`config.mk`:
```
export PLATFORM = sky130hd
export DESIGN_NAME = qa_writeback_flat
export DESIGN_NICKNAME = d
export VERILOG_FILES = /design/src/rtl/qa_writeback_pkg.sv /design/src/rtl/qa_writeback_if.sv /design/src/rtl/qa_writeback_delay.sv /design/src/rtl/qa_writeback.sv /design/src/flat_wrapper.sv
export SDC_FILE = /design/constraint.sdc
export NUM_CORES = 1
export LEC_CHECK = 0
export CAP_MARGIN = 20
export CORE_MARGIN = 2
export CORE_UTILIZATION = 48
export CTS_BUF_LIST = sky130_fd_sc_hd__clkbuf_4 sky130_fd_sc_hd__clkbuf_8 sky130_fd_sc_hd__clkbuf_16
export DETAILED_ROUTE_END_ITERATION = 10
export GPL_TIMING_DRIVEN = 0
export PLACE_DENSITY = 0.77
export SLEW_MARGIN = 40
export SYNTH_ARGS = -nofsm -noshare
export SYNTH_HDL_FRONTEND = slang
export SYNTH_SLANG_ARGS = --single-unit
```
`constraint.sdc`:
```
create_clock -name clk -period 2.6 [get_ports clk]
set_input_delay 0.52 -clock clk [delete_from_list [all_inputs] [get_ports clk]]
set_output_delay 0.52 -clock clk [all_outputs]
set_load 0.02 [all_outputs]
```
`src/rtl/qa_writeback_pkg.sv`:
```
// Shared package for the Q-learning write-back block (package intellight_pkg).
// Holds the road count and the road field width of an action. It also holds the
// helper functions that derive the level, duration and action widths from
// L_WIDTH, and the FSM state encoding.
package intellight_pkg;

  localparam int N_ROAD       = 4;
  localparam int A_ROAD_WIDTH = 2;

  typedef enum logic [1:0] {
    IDLE = 2'd0,
    INIT = 2'd1,
    RUN  = 2'd2
  } fsm_state_e;

  // Duration field width inside an action.
  function automatic int d_width(input int l_width);
    return l_width / 2;
  endfunction

  // Q-values per row: one lane per duration code.
  function automatic int n_level(input int l_width);
    return 1 << (l_width / 2);
  endfunction

  // Full action width: {dur, road}.
  function automatic int a_width(input int l_width);
    return A_ROAD_WIDTH + (l_width / 2);
  endfunction

endpackage

```
`src/rtl/qa_writeback_if.sv`:
```
// Update-request interface between the Bellman datapath front end and the
// write-back block.
//   in_valid/in_ready : request handshake, accept when both are high
//   in_state          : Q-table row address
//   in_action         : {dur, road}
//   in_row            : current row Q(S,.) of bank 'road'
//   q_new             : datapath result, valid QA_LAT cycles after accept
// master = request source, slave = qa_writeback.
interface qa_writeback_if #(
  parameter int S_WIDTH   = 8,
  parameter int A_WIDTH   = 4,
  parameter int ROW_WIDTH = 64,
  parameter int Q_WIDTH   = 16
);
  logic                 in_valid;
  logic                 in_ready;
  logic [S_WIDTH-1:0]   in_state;
  logic [A_WIDTH-1:0]   in_action;
  logic [ROW_WIDTH-1:0] in_row;
  logic [Q_WIDTH-1:0]   q_new;

  modport master (
    output in_valid, in_state, in_action, in_row, q_new,
    input  in_ready
  );

  modport slave (
    input  in_valid, in_state, in_action, in_row, q_new,
    output in_ready
  );
endinterface

```
`src/rtl/qa_writeback_delay.sv`:
```
// qa_wb_delay: valid-tagged shift register that carries each accepted update
// through the datapath latency.
//   clk, rst_n        : clock, synchronous active-low reset (clears all stages)
//   in_*              : entry written into stage 0 every cycle
//   stage_valid/state/road : per-stage tags for the RAW hazard compare
//   out_*             : last stage, i.e. the entry whose q_new is present now
module qa_wb_delay
  import intellight_pkg::*;
#(
  parameter int DEPTH     = 3,
  parameter int S_WIDTH   = 8,
  parameter int A_WIDTH   = 4,
  parameter int ROW_WIDTH = 64
) (
  input  logic                               clk,
  input  logic                               rst_n,
  input  logic                               in_valid,
  input  logic [S_WIDTH-1:0]                 in_state,
  input  logic [A_WIDTH-1:0]                 in_action,
  input  logic [ROW_WIDTH-1:0]               in_row,
  output logic [DEPTH-1:0]                   stage_valid,
  output logic [DEPTH-1:0][S_WIDTH-1:0]      stage_state,
  output logic [DEPTH-1:0][A_ROAD_WIDTH-1:0] stage_road,
  output logic                               out_valid,
  output logic [S_WIDTH-1:0]                 out_state,
  output logic [A_WIDTH-1:0]                 out_action,
  output logic [ROW_WIDTH-1:0]               out_row
);

  typedef struct packed {
    logic                 valid;
    logic [S_WIDTH-1:0]   state;
    logic [A_WIDTH-1:0]   action;
    logic [ROW_WIDTH-1:0] row;
  } entry_t;

  entry_t [DEPTH-1:0] entry_q;
  entry_t [DEPTH-1:0] entry_d;

  always_comb begin
    entry_d[0] = '{valid: in_valid, state: in_state, action: in_action, row: in_row};
    for (int i = 1; i < DEPTH; i++) begin
      entry_d[i] = entry_q[i-1];
    end
  end

  always_ff @(posedge clk) begin
    if (!rst_n) begin
      entry_q <= '0;
    end else begin
      entry_q <= entry_d;
    end
  end

  for (genvar gi = 0; gi < DEPTH; gi++) begin : g_tap
    assign stage_valid[gi] = entry_q[gi].valid;
    assign stage_state[gi] = entry_q[gi].state;
    assign stage_road[gi]  = entry_q[gi].action[A_ROAD_WIDTH-1:0];
  end

  assign out_valid  = entry_q[DEPTH-1].valid;
  assign out_state  = entry_q[DEPTH-1].state;
  assign out_action = entry_q[DEPTH-1].action;
  assign out_row    = entry_q[DEPTH-1].row;

endmodule

```
`src/rtl/qa_writeback.sv`:
```
// qa_writeback: merges Q_new into the stored Q row and writes it back to the
// owning road's Q-table bank. It also runs the zero-fill sweep of all banks.
//   clk, rst_n  : clock, synchronous active-low reset
//   init_start  : pulse, start zero sweep (from IDLE, or from RUN when idle)
//   init_done   : one-cycle pulse after the last sweep write
//   upd         : update request interface (slave side), includes q_new
//   bram_we     : per-road write enable (1111 during sweep, one-hot in RUN)
//   bram_addr   : write address, holds when no write
//   bram_din    : write row, holds when no write
//   busy        : sweep active or any update in flight
//   upd_count   : completed write-backs, wraps
module qa_writeback
  import intellight_pkg::*;
#(
  parameter int  L_WIDTH   = 4,
  parameter int  Q_WIDTH   = 16,
  parameter int  S_WIDTH   = 8,
  parameter int  QA_LAT    = 3,
  localparam int N_LEVEL   = n_level(L_WIDTH),
  localparam int ROW_WIDTH = Q_WIDTH * N_LEVEL
) (
  input  logic                 clk,
  input  logic                 rst_n,
  input  logic                 init_start,
  output logic                 init_done,
  qa_writeback_if.slave        upd,
  output logic [N_ROAD-1:0]    bram_we,
  output logic [S_WIDTH-1:0]   bram_addr,
  output logic [ROW_WIDTH-1:0] bram_din,
  output logic                 busy,
  output logic [31:0]          upd_count
);

  localparam int D_WIDTH = d_width(L_WIDTH);
  localparam int A_WIDTH = a_width(L_WIDTH);

  fsm_state_e           state_q, state_d;
  logic [N_ROAD-1:0]    bram_we_q, bram_we_d;
  logic [S_WIDTH-1:0]   bram_addr_q, bram_addr_d;
  logic [ROW_WIDTH-1:0] bram_din_q, bram_din_d;
  logic                 init_done_q, init_done_d;
  logic                 wr_valid_q, wr_valid_d;
  logic [31:0]          upd_count_q, upd_count_d;

  // Delay line taps
  logic [QA_LAT-1:0]                   stage_valid;
  logic [QA_LAT-1:0][S_WIDTH-1:0]      stage_state;
  logic [QA_LAT-1:0][A_ROAD_WIDTH-1:0] stage_road;
  logic                                dl_valid;
  logic [S_WIDTH-1:0]                  dl_state;
  logic [A_WIDTH-1:0]                  dl_action;
  logic [ROW_WIDTH-1:0]                dl_row;

  logic [A_ROAD_WIDTH-1:0] in_road;
  logic [QA_LAT-1:0]       stage_hit;
  logic                    wr_hit;
  logic                    hazard;
  logic                    accept;
  logic [D_WIDTH-1:0]      dl_dur;
  logic [A_ROAD_WIDTH-1:0] dl_road;
  logic [ROW_WIDTH-1:0]    merged_row;

  assign in_road = upd.in_action[A_ROAD_WIDTH-1:0];

  // RAW hazard: a request may not read a row whose write-back is still
  // pending anywhere between accept and the bram_we cycle.
  for (genvar gi = 0; gi < QA_LAT; gi++) begin : g_hit
    assign stage_hit[gi] = stage_valid[gi] && (stage_state[gi] == upd.in_state)
                           && (stage_road[gi] == in_road);
  end

  // bram_we_q is one-hot in RUN, so its road bit identifies the bank written.
  assign wr_hit = wr_valid_q && (bram_addr_q == upd.in_state) && bram_we_q[in_road];
  assign hazard = (|stage_hit) || wr_hit;

  assign upd.in_ready = (state_q == RUN) && !hazard;
  assign accept       = upd.in_valid && upd.in_ready;

  qa_wb_delay #(
    .DEPTH     (QA_LAT),
    .S_WIDTH   (S_WIDTH),
    .A_WIDTH   (A_WIDTH),
    .ROW_WIDTH (ROW_WIDTH)
  ) u_delay (
    .clk         (clk),
    .rst_n       (rst_n),
    .in_valid    (accept),
    .in_state    (upd.in_state),
    .in_action   (upd.in_action),
    .in_row      (upd.in_row),
    .stage_valid (stage_valid),
    .stage_state (stage_state),
    .stage_road  (stage_road),
    .out_valid   (dl_valid),
    .out_state   (dl_state),
    .out_action  (dl_action),
    .out_row     (dl_row)
  );

  // Merge: replace lane 'dur' of the stored row with q_new.
  assign dl_dur  = dl_action[A_WIDTH-1:A_ROAD_WIDTH];
  assign dl_road = dl_action[A_ROAD_WIDTH-1:0];

  for (genvar gi = 0; gi < N_LEVEL; gi++) begin : g_lane
    assign merged_row[gi*Q_WIDTH +: Q_WIDTH] =
      (dl_dur == D_WIDTH'(gi)) ? upd.q_new : dl_row[gi*Q_WIDTH +: Q_WIDTH];
  end

  assign busy = (state_q == INIT) || (|stage_valid) || wr_valid_q;

  always_comb begin
    state_d     = state_q;
    bram_we_d   = '0;
    bram_addr_d = bram_addr_q;
    bram_din_d  = bram_din_q;
    init_done_d = 1'b0;
    wr_valid_d  = 1'b0;
    upd_count_d = upd_count_q;

    case (state_q)
      IDLE: begin
        if (init_start) begin
          state_d     = INIT;
          bram_we_d   = '1;
          bram_addr_d = '0;
          bram_din_d  = '0;
          upd_count_d = '0;
        end
      end

      INIT: begin
        // bram_addr_q is the address being written this cycle.
        if (bram_addr_q == '1) begin
          state_d     = RUN;
          init_done_d = 1'b1;
        end else begin
          bram_we_d   = '1;
          bram_addr_d = bram_addr_q + S_WIDTH'(1);
        end
      end

      RUN: begin
        if (dl_valid) begin
          wr_valid_d  = 1'b1;
          bram_we_d   = N_ROAD'(1) << dl_road;
          bram_addr_d = dl_state;
          bram_din_d  = merged_row;
          upd_count_d = upd_count_q + 32'd1;
        end
        // A request presented in the same cycle wins over a re-sweep.
        if (init_start && !busy && !upd.in_valid) begin
          state_d     = INIT;
          bram_we_d   = '1;
          bram_addr_d = '0;
          bram_din_d  = '0;
          upd_count_d = '0;
        end
      end

      default: state_d = IDLE;
    endcase
  end

  always_ff @(posedge clk) begin
    if (!rst_n) begin
      state_q     <= IDLE;
      bram_we_q   <= '0;
      bram_addr_q <= '0;
      bram_din_q  <= '0;
      init_done_q <= 1'b0;
      wr_valid_q  <= 1'b0;
      upd_count_q <= '0;
    end else begin
      state_q     <= state_d;
      bram_we_q   <= bram_we_d;
      bram_addr_q <= bram_addr_d;
      bram_din_q  <= bram_din_d;
      init_done_q <= init_done_d;
      wr_valid_q  <= wr_valid_d;
      upd_count_q <= upd_count_d;
    end
  end

  assign bram_we   = bram_we_q;
  assign bram_addr = bram_addr_q;
  assign bram_din  = bram_din_q;
  assign init_done = init_done_q;
  assign upd_count = upd_count_q;

endmodule

```
`src/flat_wrapper.sv`:
```
// flat-port wrapper written by rule: the top's interface ports become plain ports
module qa_writeback_flat import intellight_pkg::*;
#(
  parameter int  L_WIDTH   = 4,
  parameter int  Q_WIDTH   = 16,
  parameter int  S_WIDTH   = 8,
  parameter int  QA_LAT    = 3,
  localparam int N_LEVEL   = n_level(L_WIDTH),
  localparam int ROW_WIDTH = Q_WIDTH * N_LEVEL
)
  (clk, rst_n, init_start, init_done, bram_we, bram_addr, bram_din, busy, upd_count, upd_in_valid, upd_in_state, upd_in_action, upd_in_row, upd_q_new, upd_in_ready);
  qa_writeback_if #(.S_WIDTH(S_WIDTH), .A_WIDTH((4)), .ROW_WIDTH((64)), .Q_WIDTH(Q_WIDTH)) upd_i ();
  input  logic clk;
  input  logic rst_n;
  input  logic init_start;
  output logic init_done;
  output logic [N_ROAD-1:0] bram_we;
  output logic [S_WIDTH-1:0] bram_addr;
  output logic [ROW_WIDTH-1:0] bram_din;
  output logic busy;
  output logic [31:0] upd_count;
  input wire logic [$bits(upd_i.in_valid)-1:0] upd_in_valid;
  input wire logic [$bits(upd_i.in_state)-1:0] upd_in_state;
  input wire logic [$bits(upd_i.in_action)-1:0] upd_in_action;
  input wire logic [$bits(upd_i.in_row)-1:0] upd_in_row;
  input wire logic [$bits(upd_i.q_new)-1:0] upd_q_new;
  output wire logic [$bits(upd_i.in_ready)-1:0] upd_in_ready;
  assign upd_i.in_valid = upd_in_valid;
  assign upd_i.in_state = upd_in_state;
  assign upd_i.in_action = upd_in_action;
  assign upd_i.in_row = upd_in_row;
  assign upd_i.q_new = upd_q_new;
  assign upd_in_ready = upd_i.in_ready;
  qa_writeback #(.L_WIDTH(L_WIDTH), .Q_WIDTH(Q_WIDTH), .S_WIDTH(S_WIDTH), .QA_LAT(QA_LAT)) u_core (.clk(clk), .rst_n(rst_n), .init_start(init_start), .init_done(init_done), .upd(upd_i), .bram_we(bram_we), .bram_addr(bram_addr), .bram_din(bram_din), .busy(busy), .upd_count(upd_count));
endmodule
```
==> results_dict.tcl <==
set metrics [dict create \
    fp.dieH_um 164 \
    nNetsFinal 1625 \
    gr-usage-all-layers 0.231 \
    synth_area_leaders "dfxtp_1, and2_1, a21oi_1" \
    cap_viol_max_count 0 \
    critPathMaxStageDelay_ns 0.42 \
    dieArea_um2 26800 \
    ys_types 50 \
    clock-sinks 343 \
    fin_crit_ns 2.50 \
    skew_ns 0.0109 \
    startpoint_type "flop" \
    power_frac_comb 0.074 \
    grt_pass1_vias 9147 \
    ctsRootBufferMaster "clkbuf_16" \
    drc 0 \
    place.gp.congestion 0.841 \
    tightest_slew_ns 0.789 \
    crit_fanout 10 \
    p_per_area_nw_per_um2 720 \
    ir_drop_v 0.000434 \
    ys_async_sr_fraction 0 \
    yosysSeqAreaShare 0.560 \
    rows 58 \
    setup_viol 0 \
    overflow 0 \
    clk_latency_ns 0.51 \
    holdBufCountCts 0 \
    ff2ff_setup_slack_ns 0.21 \
    ys_ff_latch 343 \
    path_cells "clkbuf_4 -> nand4_1 -> nor3_1 -> nor4_2 -> and2_1 -> buf_2" \
    antenna_found_initial 0 \
    clockBufferDepth 3 \
    crit_required_ns 2.08 \
    final_core_util 0.634 \
    crit_path_end_kind "output port" \
    tritoncts "built" \
    cts_buffers 35 \
    wire_per_inst_um 16.5 \
    slew-limit-headroom 0.474 \
    path_clk_slew_ns 0.06 \
    synthTopCellsByCount "dfxtp_1, and2_1, nand2_1" \
    grt_pass1_wl_um 48400 \
    synth_most_common_cell "dfxtp_1" \
    drive_gt1_frac 0.0684 \
    num_vias 9494 \
    p_clk_frac 0.448 \
    p_switching_mw 2.57 \
    min_path_type "in2reg" \
    leakagePower_nw 5.77 \
    ios 207 \
    period_share 0.963 \
    syn_inst 1289 \
    synth_edf_count 0 \
    drt-initial-drc-count 957 \
    synth_nets 1392 \
    synth-main-ff-cell "dfxtp_1" \
    netlist_area_um2 12300 \
    dr.pass1.iters 5 \
    die_w_um 164 \
    finalMaxSlewViolations 0 \
    n_antenna_cell 0 \
    yosysWarnings 0 \
    max_freq_mhz 399 \
    synth_top_cell_area_share 0.560 \
    ant_nets 0 \
    status "complete, no violations" \
    worst_path_max_delay_cell "dfxtp_1" \
    crit_type "reg2out" \
    cts_max_level 2 \
    grt_max_degree 15 \
    p_sw_frac 0.224 \
    io_buffers 194 \
    routed_via_density 5.05 \
    coreArea_um2 25100 \
    worst_hold_slack_ns 0.370 \
    crit_arrival_ns 1.98 \
    synth_top_cell_by_area "dfxtp_1" \
    initial_utilization 0.488 \
    syn2layout_area_growth_pct 29.8 \
    routed_wl_um 31000 \
    p_int_mw 8.89 \
    n_fill_cell 2101 \
    pwr-share-seq 0.478 \
    finalHoldViolCount 0 \
    post-dp-hpwl_um 21700 \
    syn_area_per_cell_um2 9.51 \
]
-- flip-flops by register name (all words and copies together), names as in the netlist, 4 cells and up --
signal	flops
u_core.u_delay.entry_d	132
u_core.bram_we	4
u_core.upd_count	32
u_core.u_delay.out_action	4
u_core.u_delay.out_row	64
u_core.bram_din	64
u_core.u_delay.stage_road	4
u_core.u_delay.stage_state	16
u_core.bram_addr	8
u_core.u_delay.out_state	8
-- power groups by stage --
stage	logic (mW)	registers, mW	clock network [mW]
after CTS	0.850	5.48	5.20
after global routing	0.921	5.49	5.43
after global placement	0.791	5.58	0
final	0.850	5.48	5.13
after detailed placement	0.803	5.59	0
after floorplan	0.441	5.59	0
-- worst max-delay path, delay by kind of cell (launching register included) --
| kind | cells | cell delay (ns) |
|---|---|---|
| buffers and inverters | 2 | 0.41 |
| flip-flops | 1 | 0.42 |
| AND/OR/NAND/NOR | 4 | 0.65 |
-- area by class of cell --
cell class / instances / area, um2 / share of cell area
Buffer: 86 / 345 / 0.0217
Clock inverter: 11 / 131 / 0.00826
Inverter: 6 / 22.5 / 0.00142
Tap cell: 330 / 413 / 0.0260
Clock buffer: 53 / 1080 / 0.0678
Timing Repair Buffer: 200 / 1980 / 0.125
Multi-Input combinational cell: 850 / 5060 / 0.318
Sequential cell: 343 / 6870 / 0.432
-- per-layer routing --
layer,global-route usage,up-vias,wire [um]
met4,0.102,0,1270
met5,0,-,0
li1,-,4688,-
met1,0.303,4372,13400
met3,0.0419,87,2150
met2,0.373,347,14100
-- cells in the final DEF (no fill, tap or decap), types with 6 or more instances in the layout --
cell type,synthesis,routed
and2_1,235,235
nand2b_1,6,6
xor2_1,6,6
and4_1,10,10
nand4_1,18,18
nand3_1,20,19
clkbuf_2,0,8
nor3_1,7,7
nor2_1,27,27
o31ai_1,8,8
clkbuf_8,0,8
clkbuf_1,82,72
a21oi_1,145,145
or4_1,8,7
ha_1,7,6
dfxtp_1,343,339
clkbuf_4,0,11
xnor2_1,56,56
clkbuf_16,0,36
nor2b_1,70,70
nand2_1,150,150
and3_1,8,8
o21ai_0,11,10
buf_4,0,6
clkdlybuf4s50_1,0,192
-- per-stage QoR --
step / power [mW] / cell area [um2] / setup slack (ns) / std cells / TNS [ns]
2_1_floorplan: 6.03 / 12300 / 0.150 / 1289 / 0
3_3_place_gp: 6.37 / 14600 / -0.584 / 1813 / -16.25
3_5_place_dp: 6.39 / 14600 / -0.613 / 1813 / -18.25
4_1_cts: 11.5 / 15900 / -0.0235 / 1882 / -0.0235
5_1_grt: 11.8 / 15900 / -0.00598 / 1879 / -0.00598
6_report: 11.5 / 15900 / 0.0951 / 1879 / 0
-- logic make-up after synthesis --
| kind of cell | Yosys count | synth area share |
|---|---|---|
| simple gates | 582 | 0.264 |
| flops | 343 | 0.560 |
| compound gates | 198 | 0.0931 |
| buf+inv | 96 | 0.0299 |
| xor+xnor | 62 | 0.0443 |
| fa+ha+maj | 7 | 0.00714 |
| mux | 1 | 0.00184 |
-- worst paths after layout --
path | end | from | cells past startpoint
min | u_core.u_delay.stage_road[0] | upd_in_action[0] | 2
max | upd_in_ready | u_core.u_delay.out_valid | 6
min reg2reg | u_core.u_delay.entry_d[154] | u_core.u_delay.entry_d[77] | 1
max reg2reg | u_core.upd_count[30] | u_core.state_q[1] | 9
-- timing repair --
item,4_1_cts,5_1_grt
pin swaps,3,1
resized for setup,23,19
buffers inserted,6,0
endpoints found under the setup margin,82,76
Power figures use the tool's default switching activity.
